<file path="src/rtl/mips_pkg.sv">
// Shared MIPS datapath definitions.
//   MIPS_WORD   : architectural word width in bits.
//   clz_state_t : control states of the leading-bit counter (clz_normalizer).
package mips_pkg;

  localparam int MIPS_WORD = 32;

  typedef enum logic [1:0] {
    IDLE = 2'd0,
    SCAN = 2'd1,
    DONE = 2'd2
  } clz_state_t;

endpackage

</file>
<file path="src/rtl/clz_normalizer.sv">
// Iterative count-leading-zeros/ones unit (MIPS clz/clo, mul/div normalizer).
// Scans the captured operand from the MSB, one bit per cycle, and returns the
// number of leading bits equal to the selected polarity together with the
// operand left-shifted by that amount.
//
// Ports:
//   clk         : clock
//   reset_n     : asynchronous active-low reset
//   start       : request a new operation (accepted in IDLE or DONE)
//   ones        : 0 = count leading zeros, 1 = count leading ones
//   flush       : synchronous abort, wins over start
//   a           : operand, captured with start
//   busy        : high while scanning
//   done        : one-cycle pulse when count/normalized are updated
//   count       : leading-bit count, 0..WIDTH
//   normalized  : a << count, zero-filled
module clz_normalizer
  import mips_pkg::*;
#(
  parameter int WIDTH = MIPS_WORD,
  parameter int CW    = $clog2(WIDTH) + 1
) (
  input  logic             clk,
  input  logic             reset_n,
  input  logic             start,
  input  logic             ones,
  input  logic             flush,
  input  logic [WIDTH-1:0] a,
  output logic             busy,
  output logic             done,
  output logic [CW-1:0]    count,
  output logic [WIDTH-1:0] normalized
);

  clz_state_t       state_q, state_d;
  logic [WIDTH-1:0] r_q, r_d;
  logic [CW-1:0]    c_q, c_d;
  logic             o_q, o_d;
  logic [CW-1:0]    count_q, count_d;
  logic [WIDTH-1:0] norm_q, norm_d;
  logic             scan_term;
  logic             res_en;

  // The c == WIDTH term stops an all-polarity operand; otherwise the first
  // bit that differs from the latched polarity ends the scan.
  assign scan_term = (r_q[WIDTH-1] != o_q) || (c_q == CW'(WIDTH));

  always_comb begin
    state_d = state_q;
    r_d     = r_q;
    c_d     = c_q;
    o_d     = o_q;
    res_en  = 1'b0;
    case (state_q)
      IDLE, DONE: begin
        if (start && !flush) begin
          r_d     = a;
          c_d     = '0;
          o_d     = ones;
          state_d = SCAN;
        end else begin
          state_d = IDLE;
        end
      end
      SCAN: begin
        if (flush) begin
          state_d = IDLE;
        end else if (scan_term) begin
          res_en  = 1'b1;
          state_d = DONE;
        end else begin
          r_d = r_q << 1;
          c_d = c_q + CW'(1);
        end
      end
      default: state_d = IDLE;
    endcase
  end

  // Result registers only load on a completed (non-flushed) scan, so an
  // aborted operation leaves the previous results visible.
  always_comb begin
    count_d = count_q;
    norm_d  = norm_q;
    if (res_en) begin
      count_d = c_q;
      norm_d  = r_q;
    end
  end

  always_ff @(posedge clk or negedge reset_n) begin
    if (!reset_n) begin
      state_q <= IDLE;
      r_q     <= '0;
      c_q     <= '0;
      o_q     <= 1'b0;
      count_q <= '0;
      norm_q  <= '0;
    end else begin
      state_q <= state_d;
      r_q     <= r_d;
      c_q     <= c_d;
      o_q     <= o_d;
      count_q <= count_d;
      norm_q  <= norm_d;
    end
  end

  // Status outputs are pure decodes of the registered state.
  assign busy       = (state_q == SCAN);
  assign done       = (state_q == DONE);
  assign count      = count_q;
  assign normalized = norm_q;

endmodule

</file>
<file path="config.mk">
export PLATFORM = sky130hd
export DESIGN_NAME = clz_normalizer
export DESIGN_NICKNAME = d
export VERILOG_FILES = /design/src/rtl/mips_pkg.sv /design/src/rtl/clz_normalizer.sv
export SDC_FILE = /design/constraint.sdc
export NUM_CORES = 1
export LEC_CHECK = 0
export ABC_AREA = 1
export BUFFER_PORTS_ARGS = -buffer_cell sky130_fd_sc_hd__buf_2
export CORE_MARGIN = 2
export CORE_UTILIZATION = 56
export CTS_BUF_LIST = sky130_fd_sc_hd__clkbuf_8
export DETAILED_ROUTE_END_ITERATION = 10
export HOLD_SLACK_MARGIN = 0.08
export PLACE_DENSITY = 0.82
export SYNTH_ARGS = -nofsm -noshare
export SYNTH_HDL_FRONTEND = slang
export SYNTH_SLANG_ARGS = --single-unit
</file>
<file path="constraint.sdc">
create_clock -name clk -period 1.9 [get_ports clk]
set_clock_uncertainty 0.2 [all_clocks]
set_input_delay 0.095 -clock clk [delete_from_list [all_inputs] [get_ports clk]]
set_output_delay 0.095 -clock clk [all_outputs]
set_load 0.005 [all_outputs]
</file>
; Yosys cells after proc, flatten, opt, wreduce, memory -nomap -nowiden
; Index checks and enable logic that the tools add are counted.
[op_classes]
addsub = 1
n_mux = 15
n_eq_ne = 8
reduce_logical = 8
[ops]
columns = op, count
row1 = 32-bit 2-to-1 mux, 3
row2 = 32-bit one-hot mux with 2 select lines, 1
row3 = 6-bit 2-to-1 mux, 3
row4 = 6-bit one-hot mux with 2 select lines, 1
row5 = "6-bit by 1-bit adder with 6-bit output, second input constant", 1
row6 = "6-bit == test, second input constant", 1
row7 = "2-bit != test, second input constant", 3
row8 = 1-bit 2-to-1 mux, 4
row9 = 2-bit 2-to-1 mux, 2
row10 = 2-bit one-hot mux with 2 select lines, 1
row11 = 4-bit AND reduction, 1
row12 = "3-bit by 2-bit != test with 1-bit output, second input constant", 1
row13 = "2-bit by 1-bit == test with 1-bit output, second input constant", 1
row14 = "2-bit == test, second input constant", 1
row15 = 2-bit zero test, 1
row16 = 2-bit AND reduction, 1
row17 = 2-bit nonzero test, 1
row18 = 2-bit OR reduction, 1
row19 = 1-bit logical AND, 1
row20 = 1-bit zero test, 1
row21 = 1-bit logical OR, 1
row22 = 1-bit != test, 1
[totals]
reg_bits = 79
input_bits = 37
output_inout_bits = 40
wordCells = 38

; Longest topological paths before layout
[depth]
ltp_word = 5
mapped_depth = 12
mapped_depth_nobuf = 10

; Least setup slack after synthesis
; OpenSTA, ideal clock, no wires.
[synth_timing]
path_kind = reg2reg
startpoint = reg c_q[0]
endpoint = reg c_q[2]
synth_period_minus_slack_ns = 1.658
t_required_ns = 1.583
stages_incl_launch_ff = 13
setup_ns = 0.117
path_buffers = 2
setup_slack_ns = 0.242
arrival_ns = 1.342
path_cell_list = dfrtp_1 > inv_1 > ha_1 > nand2_1 > inv_1 > nand3_1 > nand2_2 > nand2_4 > nand2_2 > buf_6 > buf_6 > nand2_1 > nand2_1
[synth_via]
elab_chain_cells = 4
elab_cells_between_ends = 8
classes_between = add/sub (1) / eq/ne (2) / mux (3) / reduce/logical (2)
[synth_rtl]
columns = item, line
row1 = from (decl), clz_normalizer.sv:37  ; logic [CW-1:0] c_q, c_d;
row2 = from (signal assigned), clz_normalizer.sv:95  ; c_q <= '0;
row3 = from (signal assigned), clz_normalizer.sv:102  ; c_q <= c_d;
row4 = 6-bit by 1-bit adder with 6-bit output or 6-bit == test (tied branches), "clz_normalizer.sv:73, clz_normalizer.sv:46"
row5 = 6-bit 2-to-1 mux or 1-bit logical OR (tied branches), "clz_normalizer.sv:68, clz_normalizer.sv:46"
row6 = 6-bit 2-to-1 mux or 2-bit != test (tied branches), n/a
row7 = 6-bit one-hot mux with 2 select lines or 4-bit AND reduction (tied branches), n/a
; Several ways; a longest one is shown, not always the timed one. The select of a mux whose other input is x is not followed.
; A chain may end at the register's enable or synchronous reset.

; Worst setup path after layout
[layout_timing]
startpoint = reg c_q[1]
endpoint = reg c_q[1]
; The elaborated chain is that of the path after synthesis.

==> out/results.tsv <==
metric	value	unit
outcome	complete, no violations	
fmax	578	MHz
synth-main-ff-cell	dfrtp_1	
seq_area_frac_synth	55.5	%
power_switching	2.43	mW
synth.top_cells.by_area	dfrtp_1, nand2_1, o21ai_0	
regArea	1980	sq um
pwr-share-seq	42.4	%
nNetsFinal	588	
synthArstFlopShare	100	%
hpwl	5.24	mm
ys.warnings.count	0	
antenna_left	0	
io_buffer_count	76	
cts_tree	yes	
r2r-start	c_q[1]	
synth_top_area_cell	dfrtp_1	
cts_buffers	9	
fin_crit	1.73	ns
tightest_slew	0.567	ns
path_common_cell	nand2_1	
wl_per_cell	13.4	microns
maxSlewViolCount	0	
reg2reg_to	c_q[1]	
clk_latency	0.35	ns
cp_slowest_cell	dfrtp_2	
grt.total_usage	25.8	%
grt_setup_unrepaired	false	
vias	3143	
die_x	83.7	microns
fin_setup_tns	0	ns
wl	8.46	mm
start_kind	flip-flop	
coreArea	6240	sq um
rr_worst_depth	11	
num_io_pins	77	
slew_headroom	62.2	%
power_density	1410	nW/um^2
syn_nets	476	
path_class	reg -> reg	
cp_num_buf_inv	3	
min_path_type	in -> async	
start_util	57.1	%
drtIter0Drc	265	
worstPathMaxFanout	23	
synth_edf_count	0	
fin_crit_sh	91.1	%
clk_path_buf_depth	2	
crit_chain	inv_1 > ha_1 > nand2_1 > inv_1 > nand3_1 > nand2_2 > nand2_4 > nand2_4 > buf_12 > nand2_1 > nand2_1	
vdd.ir_drop.worst	833	uV
ys_seq_elements	79	
endpoint_kind	flip-flop	
grt_pass1_vias	3073	
ys_types	20	
antennaDiodeCount	0	
finalHoldViolCount	0	
hold_slack	0.0800	ns
grt_max_degree	44	
dp_slack	0.112	ns
drive_above_1_share	20.4	%
required	1.98	ns
syn2layout_area_growth	30.8	%
syn_area	3560	sq um
drt_pass1_iterations	5	
rrSetupSlack	0.17	ns
cp.arrival	1.81	ns
die-area	7010	sq um
cts_root_buf	clkbuf_8	
setup_viol	0	
n_fill_cell	458	
worst_slack	0.169	ns
antenna_found_initial	0	
h-tree-depth	3	
post-cts-setup-buffer-count	0	
place.gp.congestion	0.810	
fp-row-count	29	
synth_commonest_cells	nand2_1, dfrtp_1, inv_1, o21ai_0, nand3_1	
p_leak	2.55	nW
clockPowerShare	21.9	%
syn_area_per_cell	8.15	sq um
drc	0	
fin_util	74.6	%
synth_most_common_cell	nand2_1	
grt_overflow	0	
cts_sinks	79	
viasPerCell	4.98	
internal_power	4.13	mW
synth_top_area_share	55.5	%
cap_violations	0	
switching_share	37.1	%
slowest_delay	0.44	ns
clkTransAtPathRegs	0.09	ns
multiInputGateArea	1280	sq um
totalPowerFinal	6.57	mW
syn_inst	437	
grt_first_pass_wirelength	14.5	mm
critPathTopFamily	simple AND/OR/NAND/NOR gates	
die_h	83.7	microns
pwr-share-comb	35.7	%
layout make-up:
class / instances / area share [%]
clock buffers: 10 / 2.95
clock inverters: 6 / 1.99
inverters: 45 / 3.63
multi-input cells: 288 / 27.4
flip-flops and latches: 79 / 42.5
well taps: 77 / 2.07
repair buffers: 126 / 19.5
flip-flops by register name, summed over array words and instances, names as in the netlist:
register and flops:
o_q 1, count 6, c_q 6, state_q 2, r_q 32, normalized 32
how the worst max path moves through the flow:
stage	startpoint	end	slack (ns)	depth (start not counted)
after floorplan	c_q[0]	c_q[2]	0.24	12
after global placement	c_q[1]	r_q[23]	0.18	10
after detailed placement	c_q[1]	r_q[23]	0.11	10
after CTS	c_q[1]	r_q[23]	0.1	10
after global routing	c_q[1]	c_q[3]	0.01	10
final	c_q[1]	c_q[1]	0.17	11
worst reg2reg max path, cell delays in order (launching register included):
cell	delay (ns)
dfrtp_2	0.44
inv_1	0.08
ha_1	0.13
nand2_1	0.04
inv_1	0.05
nand3_1	0.07
nand2_2	0.13
nand2_4	0.08
nand2_4	0.13
buf_12	0.18
nand2_1	0.07
nand2_1	0.07
power groups by stage:
stage          combinational [mW]  sequential, mW  clock [mW]
4_1_cts                      2.33            2.77        1.45
3_5_place_dp                 2.25            2.80           0
2_1_floorplan                1.41            2.78           0
6_report                     2.35            2.79        1.44
5_1_grt                      2.67            2.86        1.54
3_3_place_gp                 2.17            2.77           0
layer usage:
layer  GRT usage (%)  part of all wire, %  vias to the layer above
met5               0                    0                        -
met4            7.04                  1.1                        0
met3            5.64                  4.3                        9
met2            42.0                   51                       80
met1            35.3                   44                     1466
li1                -                    -                     1588
repair_timing:
item / 4_1_cts / 5_1_grt
endpoints found under the hold margin: 120 / 0
gates resized for setup: 0 / 4
endpoints found under the setup margin: 0 / 65
hold buffers: 38 / 0
kinds of logic (layout without fill, tap and decap cells):
family,count (synthesis),count (layout),share of synthesized area (%)
xor+xnor,2,2,0.492
fa+ha+maj,2,2,0.703
buf+inv,70,187,8.96
compound gates,67,67,9.42
flops,79,79,55.5
simple gates,217,217,24.9
cell usage in the layout, fill, tap and decap left out:
cell and instances:
clkbuf_8 10, o21ai_1 23, clkinvlp_4 2, nand2_1 164, xnor2_1 1, inv_6 1, dlygate4sd3_1 38, ha_1 2
nand2_4 3, xor2_1 1, clkinv_4 1, inv_2 1, nor2_2 1, dfrtp_1 78, nand4_1 1, o21ai_0 44
nor3b_1 1, nand2_2 3, dfrtp_2 1, bufinv_16 2, buf_2 75, inv_1 44, buf_6 1, nand3_1 37
nor2_1 7, buf_12 4, buf_4 8
stage by stage:
stage | instance area, sq um | std cells
2_1_floorplan | 3560 | 437
3_3_place_gp | 4030 | 577
3_5_place_dp | 4030 | 577
4_1_cts | 4640 | 631
5_1_grt | 4660 | 631
6_report | 4660 | 631
(Power assumes the default switching activity.)
